<file path="config.mk">
export PLATFORM = sky130hd
export DESIGN_NAME = clasificador_conteo
export DESIGN_NICKNAME = d
export VERILOG_FILES = /design/src/rtl/clasificador_conteo.sv
export SDC_FILE = /design/constraint.sdc
export NUM_CORES = 1
export LEC_CHECK = 0
export CAP_MARGIN = 10
export CORE_ASPECT_RATIO = 0.5
export CORE_UTILIZATION = 59
export DETAILED_ROUTE_END_ITERATION = 6
export PLACE_DENSITY = 0.86
export SLEW_MARGIN = 20
export SYNTH_ARGS = -nofsm -noshare
export SYNTH_HDL_FRONTEND = slang
export SYNTH_SLANG_ARGS = --single-unit
</file>
<file path="constraint.sdc">
create_clock -name clk -period 4.64 [get_ports clk]
set_clock_uncertainty 0.1 [all_clocks]
set_input_delay 1.16 -clock clk [delete_from_list [all_inputs] [get_ports clk]]
set_output_delay 1.16 -clock clk [all_outputs]
set_load 0.01 [all_outputs]
</file>
<file path="src/rtl/clasificador_conteo.sv">
`default_nettype none
// ============================================================================
// Module   : clasificador_conteo
// Purpose  : Consumes the 2-bit verdict code from the inspection FSM
//            (00 nada, 01 avanzar, 10 rechazado, 11 aprobado) and drives the
//            line actuators: a reject-diverter pulse and an approval-stamp
//            pulse. Tallies approved/rejected parts and raises a sticky alarm
//            after MAX_RECH consecutive rejects.
// Ports    : clk        in   rising-edge system clock
//            reset_n    in   asynchronous active-low reset
//            E          in   [1:0] verdict code
//            clr        in   synchronous clear (counters, run, alarm, FSM)
//            desvio     out  reject diverter active
//            sello      out  approval stamp active
//            alarma     out  sticky consecutive-reject alarm
//            aprob_cnt  out  [CNT_W-1:0] approved parts tally (saturating)
//            rech_cnt   out  [CNT_W-1:0] rejected parts tally (saturating)
// Revision : 1.0 - initial release
// ============================================================================
module clasificador_conteo #(
  parameter int CNT_W     = 8,
  parameter int PULSE_LEN = 4,
  parameter int MAX_RECH  = 3
) (
  input  logic             clk,
  input  logic             reset_n,
  input  logic [1:0]       E,
  input  logic             clr,
  output logic             desvio,
  output logic             sello,
  output logic             alarma,
  output logic [CNT_W-1:0] aprob_cnt,
  output logic [CNT_W-1:0] rech_cnt
);

  localparam int TW = $clog2(PULSE_LEN + 1);
  localparam int RW = $clog2(MAX_RECH + 1);

  localparam logic [TW-1:0] T_LOAD   = TW'(PULSE_LEN - 1);
  localparam logic [RW-1:0] RUN_MAX  = RW'(MAX_RECH);
  localparam logic [RW-1:0] RUN_TRIP = RW'(MAX_RECH - 1);

  localparam logic [1:0] CODE_RECH  = 2'b10;
  localparam logic [1:0] CODE_APROB = 2'b11;

  typedef enum logic [1:0] {
    IDLE     = 2'd0,
    RECHAZO  = 2'd1,
    APROBADO = 2'd2,
    ALARMA   = 2'd3
  } state_t;

  state_t        state;
  logic [1:0]    e_q;
  logic [TW-1:0] timer;
  logic [RW-1:0] run_cnt;

  // Edge detection on the verdict code: a code held for several cycles is
  // a single part. A same-cycle clr swallows the event entirely.
  logic ev_r;
  logic ev_a;
  logic trip;

  assign ev_r = (E == CODE_RECH)  && (e_q != CODE_RECH)  && !clr;
  assign ev_a = (E == CODE_APROB) && (e_q != CODE_APROB) && !clr;

  // This reject completes the run; it beats the ordinary RECHAZO transition.
  assign trip = ev_r && (run_cnt >= RUN_TRIP);

  always_ff @(posedge clk or negedge reset_n) begin
    if (!reset_n) begin
      state     <= IDLE;
      e_q       <= 2'b00;
      timer     <= '0;
      run_cnt   <= '0;
      aprob_cnt <= '0;
      rech_cnt  <= '0;
      desvio    <= 1'b0;
      sello     <= 1'b0;
      alarma    <= 1'b0;
    end else begin
      // The code history keeps tracking E even through clr, so a code held
      // across clr is not seen as a fresh event afterwards.
      e_q <= E;

      if (clr) begin
        state     <= IDLE;
        timer     <= '0;
        run_cnt   <= '0;
        aprob_cnt <= '0;
        rech_cnt  <= '0;
        desvio    <= 1'b0;
        sello     <= 1'b0;
        alarma    <= 1'b0;
      end else begin
        // Saturating tallies
        if (ev_a && (aprob_cnt != {CNT_W{1'b1}})) aprob_cnt <= aprob_cnt + 1'b1;
        if (ev_r && (rech_cnt  != {CNT_W{1'b1}})) rech_cnt  <= rech_cnt + 1'b1;

        // Consecutive-reject run, saturating at MAX_RECH
        if (ev_a) begin
          run_cnt <= '0;
        end else if (ev_r && (run_cnt != RUN_MAX)) begin
          run_cnt <= run_cnt + 1'b1;
        end

        if (trip) begin
          state  <= ALARMA;
          timer  <= '0;
          desvio <= 1'b1;
          sello  <= 1'b0;
          alarma <= 1'b1;
        end else begin
          case (state)
            IDLE: begin
              if (ev_r) begin
                state  <= RECHAZO;
                timer  <= T_LOAD;
                desvio <= 1'b1;
                sello  <= 1'b0;
              end else if (ev_a) begin
                state  <= APROBADO;
                timer  <= T_LOAD;
                desvio <= 1'b0;
                sello  <= 1'b1;
              end
            end

            RECHAZO: begin
              if (ev_a) begin
                state  <= APROBADO;
                timer  <= T_LOAD;
                desvio <= 1'b0;
                sello  <= 1'b1;
              end else if (ev_r) begin
                timer <= T_LOAD;
              end else if (timer == '0) begin
                state  <= IDLE;
                desvio <= 1'b0;
              end else begin
                timer <= timer - 1'b1;
              end
            end

            APROBADO: begin
              if (ev_r) begin
                state  <= RECHAZO;
                timer  <= T_LOAD;
                desvio <= 1'b1;
                sello  <= 1'b0;
              end else if (ev_a) begin
                timer <= T_LOAD;
              end else if (timer == '0) begin
                state <= IDLE;
                sello <= 1'b0;
              end else begin
                timer <= timer - 1'b1;
              end
            end

            // Sticky: only clr or reset leave; outputs are already held.
            ALARMA: begin
              desvio <= 1'b1;
              sello  <= 1'b0;
              alarma <= 1'b1;
            end

            default: begin
              state  <= IDLE;
              desvio <= 1'b0;
              sello  <= 1'b0;
              alarma <= 1'b0;
            end
          endcase
        end
      end
    end
  end

endmodule
`default_nettype wire

</file>
# == Word-level counts from Yosys, hierarchy flattened ==
# Index checks and enable logic that the tools add are counted.
# totals
inputBits,5
output_inout_bits,19
register_bits,28
# classes
n_addsub,4
n_lt_le_gt_ge,1
muxes,46
n_reduce_logical,20
eq_ne,16
# op_table
cell,count
$mux 8,4
$mux 3,9
$ne 5x5->1 const B,5
$mux 2,12
$mux 1,17
$add 8x1->8 const B,2
$ne 8x8->1 const B,2
$pmux 3 s3,1
$eq 2x2->1 const B,4
$logic_and 1x1->1,8
$pmux 1 s4,2
$reduce_and 4->1,2
$ne 2x2->1 const B,3
$pmux 2 s3,1
$reduce_bool 3->1,2
$reduce_bool 5->1,1
$ne 4x4->1 const B,1
$reduce_and 2->1,2
$reduce_bool 2->1,2
$logic_not 3->1,1
$sub 3x1->3 const B,1
$add 2x1->2 const B,1
$eq 2x1->1 const B,1
$ge 2x2->1 const B,1
2 further kinds,2

# == Longest topological paths before layout ==
# Gate-level depths: netlist of run 1.
# depth
ltp_word,8
ltp_mapped,7
mapped_depth_nobuf,7

# == Worst setup path before layout of run 1 ==
# Ideal clock, no wire load.
# synth_path
path_type,input port to flip-flop
from,input port clr
to,register rech_cnt[5]
setup_ns,0.079
required_ns,4.461
arrival_time_ns,2.362
n_path_buf,1
setup_slack_ns,2.099
path_stages,6
cell_sequence,nand2b_4 -> or3_4 -> or2_1 -> buf_6 -> nor3_4 -> mux2i_1
# synth_between
elab_chain_len,4
# synth_lines
item,line_no,rtl
start: declaration,28,"input logic clr,"
$logic_not 1->1,64,assign ev_r = (E == CODE_RECH) && (e_q != CODE_RECH) && !clr;
$logic_and 1x1->1,64,
$logic_and 1x1->1,98,if (ev_r && (rech_cnt != {CNT_W{1'b1}})) rech_cnt <= rech_cnt + 1'b1;
$reduce_bool 2->1 (no source line),--,
end signal: assignment,98,
end: declaration,33,output logic [CNT_W-1:0] rech_cnt
# Several ways; a longest one is shown, not always the timed one.
# A chain may end at the register's enable or synchronous reset.

# == Final worst setup path of run 1 ==
# Ends and elaborated chain as after synthesis.

==> flow_metrics.py, run 1 <==
metrics = {
    "final_layout": {
        "final_cell_mix": "28 x dfrtp_1, 25 x nor2_1, 23 x clkdlybuf4s50_1",
        "layout_commonest_cell": "dfrtp_1",
        "num_antenna_cells": 0,
        "fillCellCount": 199,
        "area_growth_pct": 18.5,
        "layout.cells.non_filler": 252,
        "layout.nets": 231,
        "layout-drive-gt1-share": 0.0884,
    },
    "detailed_routing": {
        "viasPerCell": 6.20,
        "wl_per_cell_um": 15.1,
        "routed_wl_um": 3800,
        "ant_nets": 0,
        "num_vias": 1562,
        "drc": 0,
        "drt_iter0_drc": 140,
        "firstDrtPassIters": 4,
    },
    "clock_network": {
        "holdBufCountCts": 0,
        "cts_tree": "yes",
        "clock-root-buffer": "clkbuf_8",
        "cts_resized": 0,
        "clock_sinks": 28,
        "cts_buffers": 3,
        "clk-insertion-delay-late_ps": 280,
        "cts_setup_buffers": 0,
        "clockBufferDepth": 2,
        "cts_htree_levels": 1,
        "path_clk_slew_ps": 100,
    },
    "floorplan": {
        "floorplan.initialDensity": 0.658,
        "top_level_ports": 24,
        "die_area_um2": 3290,
        "row_count": 13,
        "core-area_um2": 2730,
        "dieWidth_um": 80.1,
        "die_h_um": 41.0,
    },
    "place": {
        "dp_hpwl_um": 2720,
        "dp_cells": 248,
        "io_buffer_count": 23,
        "gp_congestion": 0.905,
    },
    "global_routing": {
        "grt_overflow_total": 0,
        "grt_start_max_net_pins": 29,
        "track_usage": 0.259,
        "antenna_found_initial": 0,
        "grt_pass1_wl_um": 6220,
        "grt_pass1_vias": 1357,
    },
    "worst_setup_path": {
        "cpPeakStageDelay_ps": 410,
        "crit_family": "simple AND/OR/NAND/NOR gates",
        "cp.arrival_ps": 3160,
        "crit_slowest_cell": "clkdlybuf4s50_1",
        "crit_path_cell_trace": "clkdlybuf4s50_1 > buf_4 > nand2b_4 > or3_4 > or2_1 > nor3_4 > mux2i_1",
        "worstSetupStartpointType": "primary input",
        "crit_required_ps": 4740,
        "cp_num_buf_inv": 2,
        "cp_max_fo": 22,
        "endpoint_kind": "flop",
        "path_class": "primary input to flop",
    },
    "sta": {
        "maxSlewViolCount": 0,
        "layout_min_cycle_time_ps": 3050,
        "hold_violations": 0,
        "finalCritPeriodShare": 0.658,
        "slew_headroom": 0.623,
        "fin_tns_setup_ps": 0,
        "hold_ws_ps": 424,
        "tightest_slew_ps": 566,
        "rsz0062_at_grt": "false",
        "setup_viol": 0,
        "max_freq_mhz": 327,
    },
    "yosys": {
        "syn_inst": 190,
        "synthArstFlopShare": 1.00,
        "synth_area_um2": 1800,
        "yosysSeqAreaShare": 0.390,
        "syn_avg_cell_area_um2": 9.46,
        "synth_nets": 205,
        "synth-edff-count": 0,
        "synth_flop_cell": "dfrtp_1",
        "synth_warnings": 0,
        "synth_cell_types": 57,
        "ys_ff_latch": 28,
    },
    "pwr": {
        "p_per_area_nw_per_um2": 405,
        "p_leak_nw": 0.921,
        "total_power_mw": 0.864,
        "vdd_drop_max_v": 0.000320,
    },
    "run_status": {
        "run_status": "complete, no violations",
    },
    "flow_run": {
        "maxCapViolCount": 0,
    },
    "min_path": {
        "hold_class": "flop to flop",
    },
}
-- kinds of logic after synthesis --
logic type	synth area share
XOR/XNOR	0.0292
AND/OR/NAND/NOR	0.273
buffers and inverters	0.0334
multiplexers	0.0292
adder cells (fa/ha/maj)	0.0696
flip-flops	0.390
AO/OA/AOI/OAI	0.176
-- metrics by stage --
step | util | instance area (µm²) | setup slack [ps]
final | 0.780 | 2130 | 1590
after global routing | 0.780 | 2130 | 1500
after CTS | 0.780 | 2130 | 1600
after detailed placement | 0.754 | 2060 | 1310
after global placement | 0.754 | 2060 | 1380
after floorplan | - | 1800 | 2100
-- power by group --
group | leakage, nW | internal, mW | switching [mW]
combinational | 0.509 | 0.156 | 0.209
sequential | 0.377 | 0.276 | 0.0274
clock | 0.0357 | 0.116 | 0.0796
-- state kept, by name, summed over array words and instances (netlist names) --
signal,count
run_cnt,2
sello,1
e_q,2
desvio,1
timer,3
rech_cnt,8
state,2
alarma,1
aprob_cnt,8
-- routing by layer --
metal	global-route usage	wire length [µm]	part of all wire	vias up
met4	0.0536	51	0.013	0
met2	0.470	1770	0.47	60
li1	-	-	-	743
met5	0	0	0	-
met1	0.332	1750	0.46	750
met3	0.0578	231	0.061	9
-- area by class of cell --
type | instances | area, µm² | area share
Inverter | 8 | 30.0 | 0.0141
Clock buffer | 3 | 41.3 | 0.0194
Multi-Input combinational cell | 150 | 1040 | 0.487
Clock inverter | 1 | 30.0 | 0.0141
Timing Repair Buffer | 25 | 245 | 0.115
Tap cell | 37 | 46.3 | 0.0217
Sequential cell | 28 | 701 | 0.329
-- final timing paths --
path / from / endpoint / slack [ps] / cells after the start
worst min-delay path: timer[2]$_DFFE_PN0P_ / timer[2]$_DFFE_PN0P_ / 420 / 1
min in group asynchronous: reset_n / aprob_cnt[1]$_DFFE_PN0P_ / 1150 / 2
max in group asynchronous: reset_n / rech_cnt[1]$_DFFE_PN0P_ / 3030 / 2
worst min register to register: timer[2]$_DFFE_PN0P_ / timer[2]$_DFFE_PN0P_ / 420 / 1
worst max register to register: state[0]$_DFFE_PN0P_ / state[1]$_DFFE_PN0P_ / 2390 / 6
worst max-delay path: clr / rech_cnt[5]$_DFFE_PN0P_ / 1590 / 7
-- cells in the mapped netlist (3+ instances only) --
cell | n | area share
a21oi_1 | 9 | 0.025
o21ai_0 | 5 | 0.014
inv_1 | 7 | 0.015
dfrtp_1 | 28 | 0.39
a211o_1 | 4 | 0.019
ha_1 | 10 | 0.070
nand3_1 | 9 | 0.025
o31ai_1 | 3 | 0.013
nand2_1 | 22 | 0.046
nor2_1 | 25 | 0.052
nor3_1 | 4 | 0.011
mux2i_1 | 3 | 0.017
xnor2_1 | 5 | 0.024
nand2b_1 | 3 | 0.010
(Power assumes the default switching activity.)
==> run 2, diff against run 1 <==
--- a/config.mk
+++ b/config.mk
@@ -7,9 +7,9 @@
 export LEC_CHECK = 0
 export CAP_MARGIN = 10
 export CORE_ASPECT_RATIO = 0.5
-export CORE_UTILIZATION = 59
+export CORE_UTILIZATION = 49
 export DETAILED_ROUTE_END_ITERATION = 6
-export PLACE_DENSITY = 0.86
+export PLACE_DENSITY = 0.76
 export SLEW_MARGIN = 20
 export SYNTH_ARGS = -nofsm -noshare
 export SYNTH_HDL_FRONTEND = slang
==> constraint.sdc (replaced) <==
create_clock -name clk -period 2.5 [get_ports clk]
set_clock_uncertainty 0.1 [all_clocks]
set_input_delay 0.625 -clock clk [delete_from_list [all_inputs] [get_ports clk]]
set_output_delay 0.625 -clock clk [all_outputs]
set_load 0.01 [all_outputs]
==> run 2 against run 1 <==
Clock power increased by 85%. Critical path depth unchanged. Via count decreased by 0.51%. Setup slack got worse by 1400 ps. Routed wire length increased by 5.2%. Utilization decreased by 13 points. Count of clock-buffer cells in the layout unchanged. Power increased by 87%. Cell count increased by 12%. Die area increased by 20%. Critical path type unchanged. Largest cell class unchanged.
==> flow_metrics.py, run 2 (synthesis gave the netlist of run 1 again) <==
metrics = {
    "min_path": {
        "hold_class": "flop to flop",
        "hold_depth": 2,
        "min-delay-start": "sello$_DFFE_PN0P_",
        "whs_endpoint": "sello$_DFFE_PN0P_",
    },
    "clock_network": {
        "clk-insertion-delay-late_ps": 280,
        "holdBufCountCts": 0,
        "cts_tree": "yes",
        "cts_buffers": 3,
        "clock_sinks": 28,
        "cts_htree_levels": 1,
        "clock-root-buffer": "clkbuf_8",
        "path_clk_slew_ps": 90,
        "clockBufferDepth": 2,
    },
    "worst_setup_path": {
        "worstSetupStartpointType": "primary input",
        "path_class": "primary input to flop",
        "crit_path_cell_trace": "clkdlybuf4s50_1 > buf_4 > inv_1 > o21ai_0 > o32ai_2 > nor2_2 > mux2_1",
        "crit_family": "buffers and inverters",
        "cp.arrival_ps": 2400,
        "crit_required_ps": 2570,
        "cp_num_buf_inv": 3,
        "r2r_end": "state[1]$_DFFE_PN0P_",
        "crit_slowest_cell": "clkdlybuf4s50_1",
        "reg2reg_depth": 6,
        "r2r_setup_slack_ps": 470,
        "cpPeakStageDelay_ps": 570,
        "r2r-start": "state[0]$_DFFE_PN0P_",
        "cp_max_fo": 4,
        "endpoint_kind": "flop",
    },
    "final_layout": {
        "reg.largest.list": "aprob_cnt (8), rech_cnt (8), timer (3)",
        "layout-drive-gt1-share": 0.152,
        "layout.nets": 247,
        "area_growth_pct": 26.2,
        "final_cell_mix": "28 x dfrtp_1, 25 x nor2_1, 23 x clkdlybuf4s50_1",
        "num_antenna_cells": 0,
        "layout_commonest_cell": "dfrtp_1",
    },
    "floorplan": {
        "core-area_um2": 3470,
        "die_h_um": 44.8,
        "floorplan.initialDensity": 0.518,
        "row_count": 15,
        "dieWidth_um": 87.7,
        "die_area_um2": 3930,
        "top_level_ports": 24,
    },
    "detailed_routing": {
        "drt_iter0_drc": 73,
        "wl_per_cell_um": 14.2,
        "drc": 0,
        "ant_nets": 0,
        "routed_wl_um": 4000,
        "num_vias": 1554,
        "viasPerCell": 5.51,
        "firstDrtPassIters": 4,
    },
    "global_routing": {
        "grt_pass1_wl_um": 6760,
        "antenna_found_initial": 0,
        "track_usage": 0.229,
        "grt_start_max_net_pins": 29,
        "grt_overflow_total": 0,
        "grt_pass1_vias": 1441,
    },
    "pwr": {
        "vdd_drop_max_v": 0.000356,
        "p_per_area_nw_per_um2": 714,
        "p_leak_nw": 1.00,
        "total_power_mw": 1.62,
    },
    "sta": {
        "finalCritPeriodShare": 0.934,
        "layout_min_cycle_time_ps": 2330,
        "fin_tns_setup_ps": 0,
        "slew_headroom": 0.653,
        "maxSlewViolCount": 0,
        "tightest_slew_ps": 521,
        "setup_viol": 0,
        "rsz0062_at_grt": "false",
        "max_freq_mhz": 428,
        "hold_violations": 0,
    },
    "place": {
        "dp_hpwl_um": 3010,
        "io_buffer_count": 23,
        "gp_congestion": 0.877,
    },
    "run_status": {
        "run_status": "complete, no violations",
    },
    "flow_run": {
        "maxCapViolCount": 0,
    },
}
[run 2: changes by cell type in the layout (fill, tap and decap cells not counted)]
cell	delta
buf_4	+16
o311ai_0	-1
o311ai_1	+1
[run 2: area by class of cell]
cell class	instances	area [µm²]
Clock buffer	3	41.3
Clock inverter	1	30.0
Fill cell	286	1200
Inverter	8	30.0
Multi-Input combinational cell	150	1040
Sequential cell	28	701
Tap cell	51	63.8
Timing Repair Buffer	41	365
[run 2: tightest hold or removal path, cell delays in order, from the launching register on]
cell and delay [ps]:
dfrtp_1 350, a21oi_1 50, nor2_1 70
[run 2: metal layers]
metal,wire length (µm),track usage,up-vias
li1,-,-,772
met1,1920,0.312,738
met2,1890,0.391,40
met3,154,0.0384,4
met4,31,0.0492,0
met5,0,0,-
[run 2: power breakdown]
group | internal [mW] | switching, mW
Combinational | 0.330 | 0.369
Clock | 0.215 | 0.146
Sequential | 0.512 | 0.0477
[run 2: what timing repair did]
| item | CTS | global route |
|---|---|---|
| resized for setup | 0 | 1 |
| setup endpoints to repair | 0 | 1 |
| buffers inserted | 0 | 0 |
[run 2: worst max path at each step]
stage	to	depth (start not counted)	start	slack [ps]
2_1_floorplan	rech_cnt[5]$_DFFE_PN0P_	6	clr	490
3_3_place_gp	rech_cnt[6]$_DFFE_PN0P_	7	E[1]	-70
3_5_place_dp	rech_cnt[5]$_DFFE_PN0P_	6	E[1]	-120
4_1_cts	aprob_cnt[4]$_DFFE_PN0P_	5	E[0]	110
5_1_grt	run_cnt[1]$_DFFE_PN0P_	7	E[1]	60
6_report	state[1]$_DFFE_PN0P_	7	E[1]	170
[run 2: metrics by stage]
stage,instance area [µm²],std cells,util,setup WS [ps],hold WS (ps)
2_1_floorplan,1800,190,-,494,229
3_3_place_gp,2200,278,0.633,-69.5,386
6_report,2270,282,0.653,165,407
3_5_place_dp,2200,278,0.633,-120,393
4_1_cts,2270,282,0.653,114,416
5_1_grt,2270,282,0.653,60.9,441
==> run 3, diff against run 2 <==
--- a/config.mk
+++ b/config.mk
@@ -10,7 +10,6 @@
 export CORE_UTILIZATION = 49
 export DETAILED_ROUTE_END_ITERATION = 6
 export PLACE_DENSITY = 0.76
-export SLEW_MARGIN = 20
 export SYNTH_ARGS = -nofsm -noshare
 export SYNTH_HDL_FRONTEND = slang
 export SYNTH_SLANG_ARGS = --single-unit
==> results of run 3 <==
Final layout, timing and power as in run 2 (identical DEF).
